--- config.mk ---
export PLATFORM = sky130hd
export DESIGN_NAME = window_motor_ctrl_flat
export DESIGN_NICKNAME = d
export VERILOG_FILES = /design/src/rtl/window_motor_ctrl_if.sv /design/src/rtl/window_motor_ctrl.sv /design/src/flat_wrapper.sv
export SDC_FILE = /design/constraint.sdc
export NUM_CORES = 1
export LEC_CHECK = 0
export ABC_AREA = 1
export BUFFER_PORTS_ARGS = -buffer_cell sky130_fd_sc_hd__buf_2
export CAP_MARGIN = 0
export CELL_PAD_IN_SITES_DETAIL_PLACEMENT = 1
export CELL_PAD_IN_SITES_GLOBAL_PLACEMENT = 2
export CORE_MARGIN = 4
export CORE_UTILIZATION = 35
export DETAILED_ROUTE_END_ITERATION = 16
export PLACE_DENSITY = 0.89
export SLEW_MARGIN = 0
export SYNTH_ARGS = -nofsm -noshare
export SYNTH_HDL_FRONTEND = slang
export SYNTH_SLANG_ARGS = --single-unit
--- constraint.sdc ---
create_clock -name clk -period 1.97 [get_ports clk]
set_input_delay 0 -clock clk [delete_from_list [all_inputs] [get_ports clk]]
set_output_delay 0 -clock clk [all_outputs]
set_load 0.1 [all_outputs]
--- src/rtl/window_motor_ctrl_if.sv ---
// Bundle of per-channel button/limit inputs and motor drive outputs for window_motor_ctrl.
// The slave modport is the controller side; master is whatever drives buttons and limits.
interface window_motor_ctrl_if #(
  parameter int NUM_CH = 4
);
  logic [NUM_CH-1:0]   button_press;
  logic [NUM_CH-1:0]   limit_open;
  logic [NUM_CH-1:0]   limit_closed;
  logic                fault_clr;
  logic [NUM_CH-1:0]   open_cw;
  logic [NUM_CH-1:0]   close_ccw;
  logic [3*NUM_CH-1:0] state_o;
  logic [NUM_CH-1:0]   fault;

  modport master (
    output button_press, limit_open, limit_closed, fault_clr,
    input  open_cw, close_ccw, state_o, fault
  );

  modport slave (
    input  button_press, limit_open, limit_closed, fault_clr,
    output open_cw, close_ccw, state_o, fault
  );
endinterface

--- src/rtl/window_motor_ctrl.sv ---
// NUM_CH independent window motor FSMs with press-to-stop/reverse, end-stops and travel timeout.
// Drives are Moore-decoded from the registered state so motor pins never glitch.
//
// state   | meaning
// CLOSED  | window at closed end-stop, motor off
// OPENING | open_cw driven, travel counter running
// OPENED  | window at open end-stop, motor off
// CLOSING | close_ccw driven, travel counter running
// STOPPED | halted mid-travel, next press reverses last direction
// FAULT   | timeout or both limits seen; only fault_clr releases it
module window_motor_ctrl #(
  parameter int NUM_CH        = 4,
  parameter int CNT_W         = 16,
  parameter int TRAVEL_CYCLES = 50000
) (
  input  logic               clk,
  input  logic               n_reset,
  window_motor_ctrl_if.slave bus
);

  typedef enum logic [2:0] {
    CLOSED  = 3'd0,
    OPENING = 3'd1,
    OPENED  = 3'd2,
    CLOSING = 3'd3,
    STOPPED = 3'd4,
    FAULT   = 3'd5
  } state_e;

  localparam logic [CNT_W-1:0] CNT_LAST = CNT_W'(TRAVEL_CYCLES - 1);
  localparam logic [CNT_W-1:0] CNT_MAX  = '1;

  logic [NUM_CH-1:0] btn_s1, btn_s2, btn_s2_q;
  logic [NUM_CH-1:0] lo_s1, lo_s2;
  logic [NUM_CH-1:0] lc_s1, lc_s2;
  logic [NUM_CH-1:0] press_evt;

  state_e            state_q [NUM_CH];
  state_e            state_d [NUM_CH];
  logic [CNT_W-1:0]  cnt_q   [NUM_CH];
  logic [CNT_W-1:0]  cnt_d   [NUM_CH];
  // 1 = last interrupted travel was opening, so the next press from STOPPED closes
  logic [NUM_CH-1:0] dir_open_q, dir_open_d;

  always_ff @(posedge clk or negedge n_reset) begin
    if (!n_reset) begin
      btn_s1   <= '0;
      btn_s2   <= '0;
      btn_s2_q <= '0;
      lo_s1    <= '0;
      lo_s2    <= '0;
      lc_s1    <= '0;
      lc_s2    <= '0;
    end else begin
      btn_s1   <= bus.button_press;
      btn_s2   <= btn_s1;
      btn_s2_q <= btn_s2;
      lo_s1    <= bus.limit_open;
      lo_s2    <= lo_s1;
      lc_s1    <= bus.limit_closed;
      lc_s2    <= lc_s1;
    end
  end

  assign press_evt = btn_s2 & ~btn_s2_q;

  always_ff @(posedge clk or negedge n_reset) begin
    if (!n_reset) begin
      for (int i = 0; i < NUM_CH; i++) begin
        state_q[i] <= CLOSED;
        cnt_q[i]   <= '0;
      end
      dir_open_q <= '0;
    end else begin
      for (int i = 0; i < NUM_CH; i++) begin
        state_q[i] <= state_d[i];
        cnt_q[i]   <= cnt_d[i];
      end
      dir_open_q <= dir_open_d;
    end
  end

  always_comb begin
    dir_open_d = dir_open_q;
    for (int i = 0; i < NUM_CH; i++) begin
      state_d[i] = state_q[i];
      cnt_d[i]   = cnt_q[i];

      case (state_q[i])
        CLOSED: begin
          if (press_evt[i]) state_d[i] = OPENING;
        end
        OPENING: begin
          if (lo_s2[i] && lc_s2[i])     state_d[i] = FAULT;
          else if (lo_s2[i])            state_d[i] = OPENED;
          else if (cnt_q[i] == CNT_LAST) state_d[i] = FAULT;
          else if (press_evt[i]) begin
            state_d[i]    = STOPPED;
            dir_open_d[i] = 1'b1;
          end
        end
        OPENED: begin
          if (press_evt[i]) state_d[i] = CLOSING;
        end
        CLOSING: begin
          if (lo_s2[i] && lc_s2[i])     state_d[i] = FAULT;
          else if (lc_s2[i])            state_d[i] = CLOSED;
          else if (cnt_q[i] == CNT_LAST) state_d[i] = FAULT;
          else if (press_evt[i]) begin
            state_d[i]    = STOPPED;
            dir_open_d[i] = 1'b0;
          end
        end
        STOPPED: begin
          if (press_evt[i]) state_d[i] = dir_open_q[i] ? CLOSING : OPENING;
        end
        FAULT: begin
          if (bus.fault_clr) begin
            state_d[i]    = STOPPED;
            dir_open_d[i] = 1'b1;
          end
        end
        default: state_d[i] = FAULT;
      endcase

      // Fresh count on every entry into a moving state; saturate while moving
      if ((state_d[i] == OPENING || state_d[i] == CLOSING) && state_d[i] != state_q[i])
        cnt_d[i] = '0;
      else if ((state_q[i] == OPENING || state_q[i] == CLOSING) && cnt_q[i] != CNT_MAX)
        cnt_d[i] = cnt_q[i] + CNT_W'(1);
    end
  end

  for (genvar g = 0; g < NUM_CH; g++) begin : g_out
    assign bus.open_cw[g]         = (state_q[g] == OPENING);
    assign bus.close_ccw[g]       = (state_q[g] == CLOSING);
    assign bus.fault[g]           = (state_q[g] == FAULT);
    assign bus.state_o[3*g +: 3]  = state_q[g];
  end

endmodule

--- src/flat_wrapper.sv ---
// flat-port wrapper written by rule: the top's interface ports become plain ports
module window_motor_ctrl_flat 
#(
  parameter int NUM_CH        = 4,
  parameter int CNT_W         = 16,
  parameter int TRAVEL_CYCLES = 50000
)
  (clk, n_reset, bus_button_press, bus_limit_open, bus_limit_closed, bus_fault_clr, bus_open_cw, bus_close_ccw, bus_state_o, bus_fault);
  window_motor_ctrl_if #(.NUM_CH(NUM_CH)) bus_i ();
  input  logic clk;
  input  logic n_reset;
  input wire logic [$bits(bus_i.button_press)-1:0] bus_button_press;
  input wire logic [$bits(bus_i.limit_open)-1:0] bus_limit_open;
  input wire logic [$bits(bus_i.limit_closed)-1:0] bus_limit_closed;
  input wire logic [$bits(bus_i.fault_clr)-1:0] bus_fault_clr;
  output wire logic [$bits(bus_i.open_cw)-1:0] bus_open_cw;
  output wire logic [$bits(bus_i.close_ccw)-1:0] bus_close_ccw;
  output wire logic [$bits(bus_i.state_o)-1:0] bus_state_o;
  output wire logic [$bits(bus_i.fault)-1:0] bus_fault;
  assign bus_i.button_press = bus_button_press;
  assign bus_i.limit_open = bus_limit_open;
  assign bus_i.limit_closed = bus_limit_closed;
  assign bus_i.fault_clr = bus_fault_clr;
  assign bus_open_cw = bus_i.open_cw;
  assign bus_close_ccw = bus_i.close_ccw;
  assign bus_state_o = bus_i.state_o;
  assign bus_fault = bus_i.fault;
  window_motor_ctrl #(.NUM_CH(NUM_CH), .CNT_W(CNT_W), .TRAVEL_CYCLES(TRAVEL_CYCLES)) u_core (.clk(clk), .n_reset(n_reset), .bus(bus_i));
endmodule
==> impl_metrics.json <==
{
  "cts_buffers": 9,
  "design.portCount": 39,
  "clock_path_buffers": 2,
  "rr_worst_depth": 13,
  "max_clock_freq_mhz": 526,
  "synth_flop_cell": "dfrtp_1",
  "clk_pin_slew_ns": 0.07,
  "htree_levels": 3,
  "fp.dieW_um": 142,
  "setup_viol": 0,
  "hold_violations": 0,
  "maxSlewViolCount": 0,
  "reg2reg_to": "u_core.cnt_q[7]",
  "cp.arrival_ns": 2.16,
  "period_share": 0.966,
  "drc": 0,
  "path_common_cell": "nand2_1",
  "placed_cell_area_um2": 6970,
  "core_area_um2": 17500,
  "dp_hpwl_mm": 11.7,
  "place_ws_ns": 0.00812,
  "grtUsageTotal": 0.164,
  "timing.setup.tns_ns": 0,
  "globalplace.congestion": 0.806,
  "yosysTopAreaCell": "dfrtp_1",
  "nNetsFinal": 981,
  "ys_types": 41,
  "drive_above_1_share": 0.177,
  "maxCapViolCount": 0,
  "syn_to_final_growth_pct": 20.6,
  "hp-class": "in -> async",
  "syn_inst": 877,
  "skew_ns": 0.00667,
  "critPathLaunchType": "flop",
  "wl_per_cell_um": 13.2,
  "viasPerCell": 4.60,
  "outcome": "finished clean",
  "initial_core_util": 0.360,
  "r2r_start": "u_core.cnt_q[0]",
  "final_util": 0.434,
  "drt_wl_total_mm": 15.8,
  "grt_pass1_vias": 5731,
  "final_design_area_no_fill_um2": 7590,
  "row_count": 48,
  "final_antenna_net_count": 0,
  "yosysMostFrequentCell": "nand2_1",
  "max-vdd-ir-drop_mv": 0.922,
  "grt_overflow": 0,
  "crit_fanout": 6,
  "setup_slack_ns": 0.0672,
  "async_reset_ff_frac": 1.00,
  "rsz0062_at_grt": "true",
  "ys_ff_latch": 108,
  "slew_headroom": 0.670,
  "drt_iter0_markers": 171,
  "syn-mean-instance-area_um2": 7.18,
  "synth_edf_count": 0,
  "portBuffers": 38,
  "synth_common_cells": "nand2_1, inv_1, dfrtp_1",
  "ys_seq_area_frac": 0.429,
  "grt_pass1_wl_mm": 27.4,
  "cp_slowest_cell": "dfrtp_1",
  "max_stage_delay_ns": 0.39,
  "cellPowerDensity_nw_per_um2": 1200,
  "fin_crit_ns": 1.90,
  "clkLatencyLatePin_ns": 0.36,
  "finalPower_w": 0.00909,
  "synth_nets": 896,
  "cts_tree": "yes",
  "synth_area_um2": 6300,
  "clkSinkCount": 108,
  "grt_antenna_before_repair": 0,
  "antennaDiodeCount": 0,
  "worstSetupPathType": "reg -> reg",
  "endpoint_kind": "flop",
  "synth_top_area_frac": 0.429,
  "worstPathCellList": "ha_1 > nand2_1 > inv_1 > nand4_1 > nor2_2 > nand2_2 > nand2_4 > nor2_1 > buf_4 > nand2_1 > nand2_1 > nand3_2 > inv_1",
  "routed-via-count": 5487,
  "worstMarginPinSlew_ns": 0.498,
  "cts-root-buf": "clkbuf_16",
  "p_leak_nw": 4.15,
  "die_area_um2": 20200,
  "die_h_um": 142,
  "yosysWarnings": 0,
  "ff2ff_setup_slack_ns": 0.07,
  "cp.required_ns": 2.22,
  "grt_max_degree": 51,
  "drt_pre_antenna_iters": 6,
  "synth.area.top_cells": "dfrtp_1, nand2_1, inv_1"
}
==> critical path, delay by kind of cell, from the launching register on <==
family | cells | cell delay, ns
AND/OR/NAND/NOR | 9 | 0.97
flip-flops | 1 | 0.39
buffers and inverters | 3 | 0.26
adder cells (fa/ha/maj) | 1 | 0.18
==> registers in the layout, indices dropped and copies added (netlist names) <==
| name | flops |
|---|---|
| u_core.cnt_q | 64 |
| u_core.bus.state_o | 12 |
| u_core.btn_s1 | 4 |
| u_core.btn_s2 | 4 |
| u_core.btn_s2_q | 4 |
| u_core.dir_open_q | 4 |
| u_core.lc_s1 | 4 |
| u_core.lc_s2 | 4 |
| u_core.lo_s1 | 4 |
| u_core.lo_s2 | 4 |
==> final cells by class <==
| class | instances | area, um^2 |
|---|---|---|
| fillers | 2233 | 9880 |
| multi-input cells | 564 | 2920 |
| inverters | 200 | 762 |
| clock buffers | 10 | 229 |
| well taps | 225 | 282 |
| repair buffers | 79 | 594 |
| clock inverters | 6 | 63.8 |
| flip-flops and latches | 108 | 2750 |
==> cell usage in the layout (no fill, tap or decap), types with 3 or more instances in the layout <==
cell	synthesis	final
nand4_1	20	20
ha_1	4	3
a21oi_2	3	3
clkinvlp_4	0	3
inv_2	5	6
o21ai_4	1	3
a21oi_1	21	20
nand2_4	3	6
nand3_1	57	57
nor2_1	90	85
inv_4	1	3
buf_12	0	4
buf_2	0	37
o211ai_1	4	4
nand4_4	4	5
dlygate4sd3_1	0	13
nor3_1	11	10
dfrtp_1	108	96
xor2_1	14	14
nand2_2	10	17
clkbuf_16	0	9
buf_6	5	3
o21ai_0	21	18
nand3_2	7	7
o21bai_1	5	5
nor2_4	6	11
o21ai_1	2	5
dfrtp_4	0	12
nor2_2	7	7
nand2_1	253	243
inv_1	194	190
buf_4	0	22
==> per-stage QoR <==
| stage | hold slack (ns) | cells |
|---|---|---|
| after floorplan | -0.296 | 877 |
| after global placement | -0.0190 | 1153 |
| after detailed placement | -0.0153 | 1153 |
| after CTS | 0.144 | 1184 |
| after global routing | 0.181 | 1192 |
| final | 0.128 | 1192 |
==> metal layers <==
layer  GRT usage  wire, um  vias up
li1            -         -     2843
met1       0.217      7600     2586
met2       0.278      7650       41
met3      0.0346       396       17
met4      0.0359       148        0
met5           0         0        -
==> power breakdown <==
group	internal (W)	switching [W]	total, W
Sequential	0.00259	0.000383	0.00297
Combinational	0.00117	0.00311	0.00428
Clock	0.000988	0.000856	0.00184
==> how the worst max path moves through the flow <==
stage,from,slack [ns],cells past startpoint,endpoint
2_1_floorplan,u_core.bus.state_o[11],-0.29,11,u_core.cnt_q[15]
3_3_place_gp,u_core.cnt_q[32],0.08,12,u_core.cnt_q[36]
3_5_place_dp,u_core.cnt_q[0],0.008,11,u_core.cnt_q[1]
4_1_cts,u_core.cnt_q[16],0.02,11,u_core.cnt_q[16]
5_1_grt,u_core.cnt_q[0],-0.08,13,u_core.cnt_q[7]
6_report,u_core.cnt_q[0],0.07,13,u_core.cnt_q[7]
==> cell families (layout without fill, tap and decap cells) <==
| family | after synthesis | in the layout | share of synthesized area |
|---|---|---|---|
| compound gates | 70 | 70 | 0.0699 |
| xor+xnor | 16 | 16 | 0.0222 |
| fa+ha+maj | 4 | 4 | 0.00795 |
| buf+inv | 206 | 295 | 0.129 |
| flops | 108 | 108 | 0.429 |
| simple gates | 473 | 474 | 0.342 |
==> timing repair <==
action | in CTS | in global routing
setup buffers | 2 | 7
pin swaps | 1 | 7
resized for setup | 0 | 23
endpoints found under the setup margin | 1 | 61
cloned | 0 | 1
hold endpoints to repair | 43 | 0
hold buffers | 13 | 0
(Power assumes the default switching activity.)
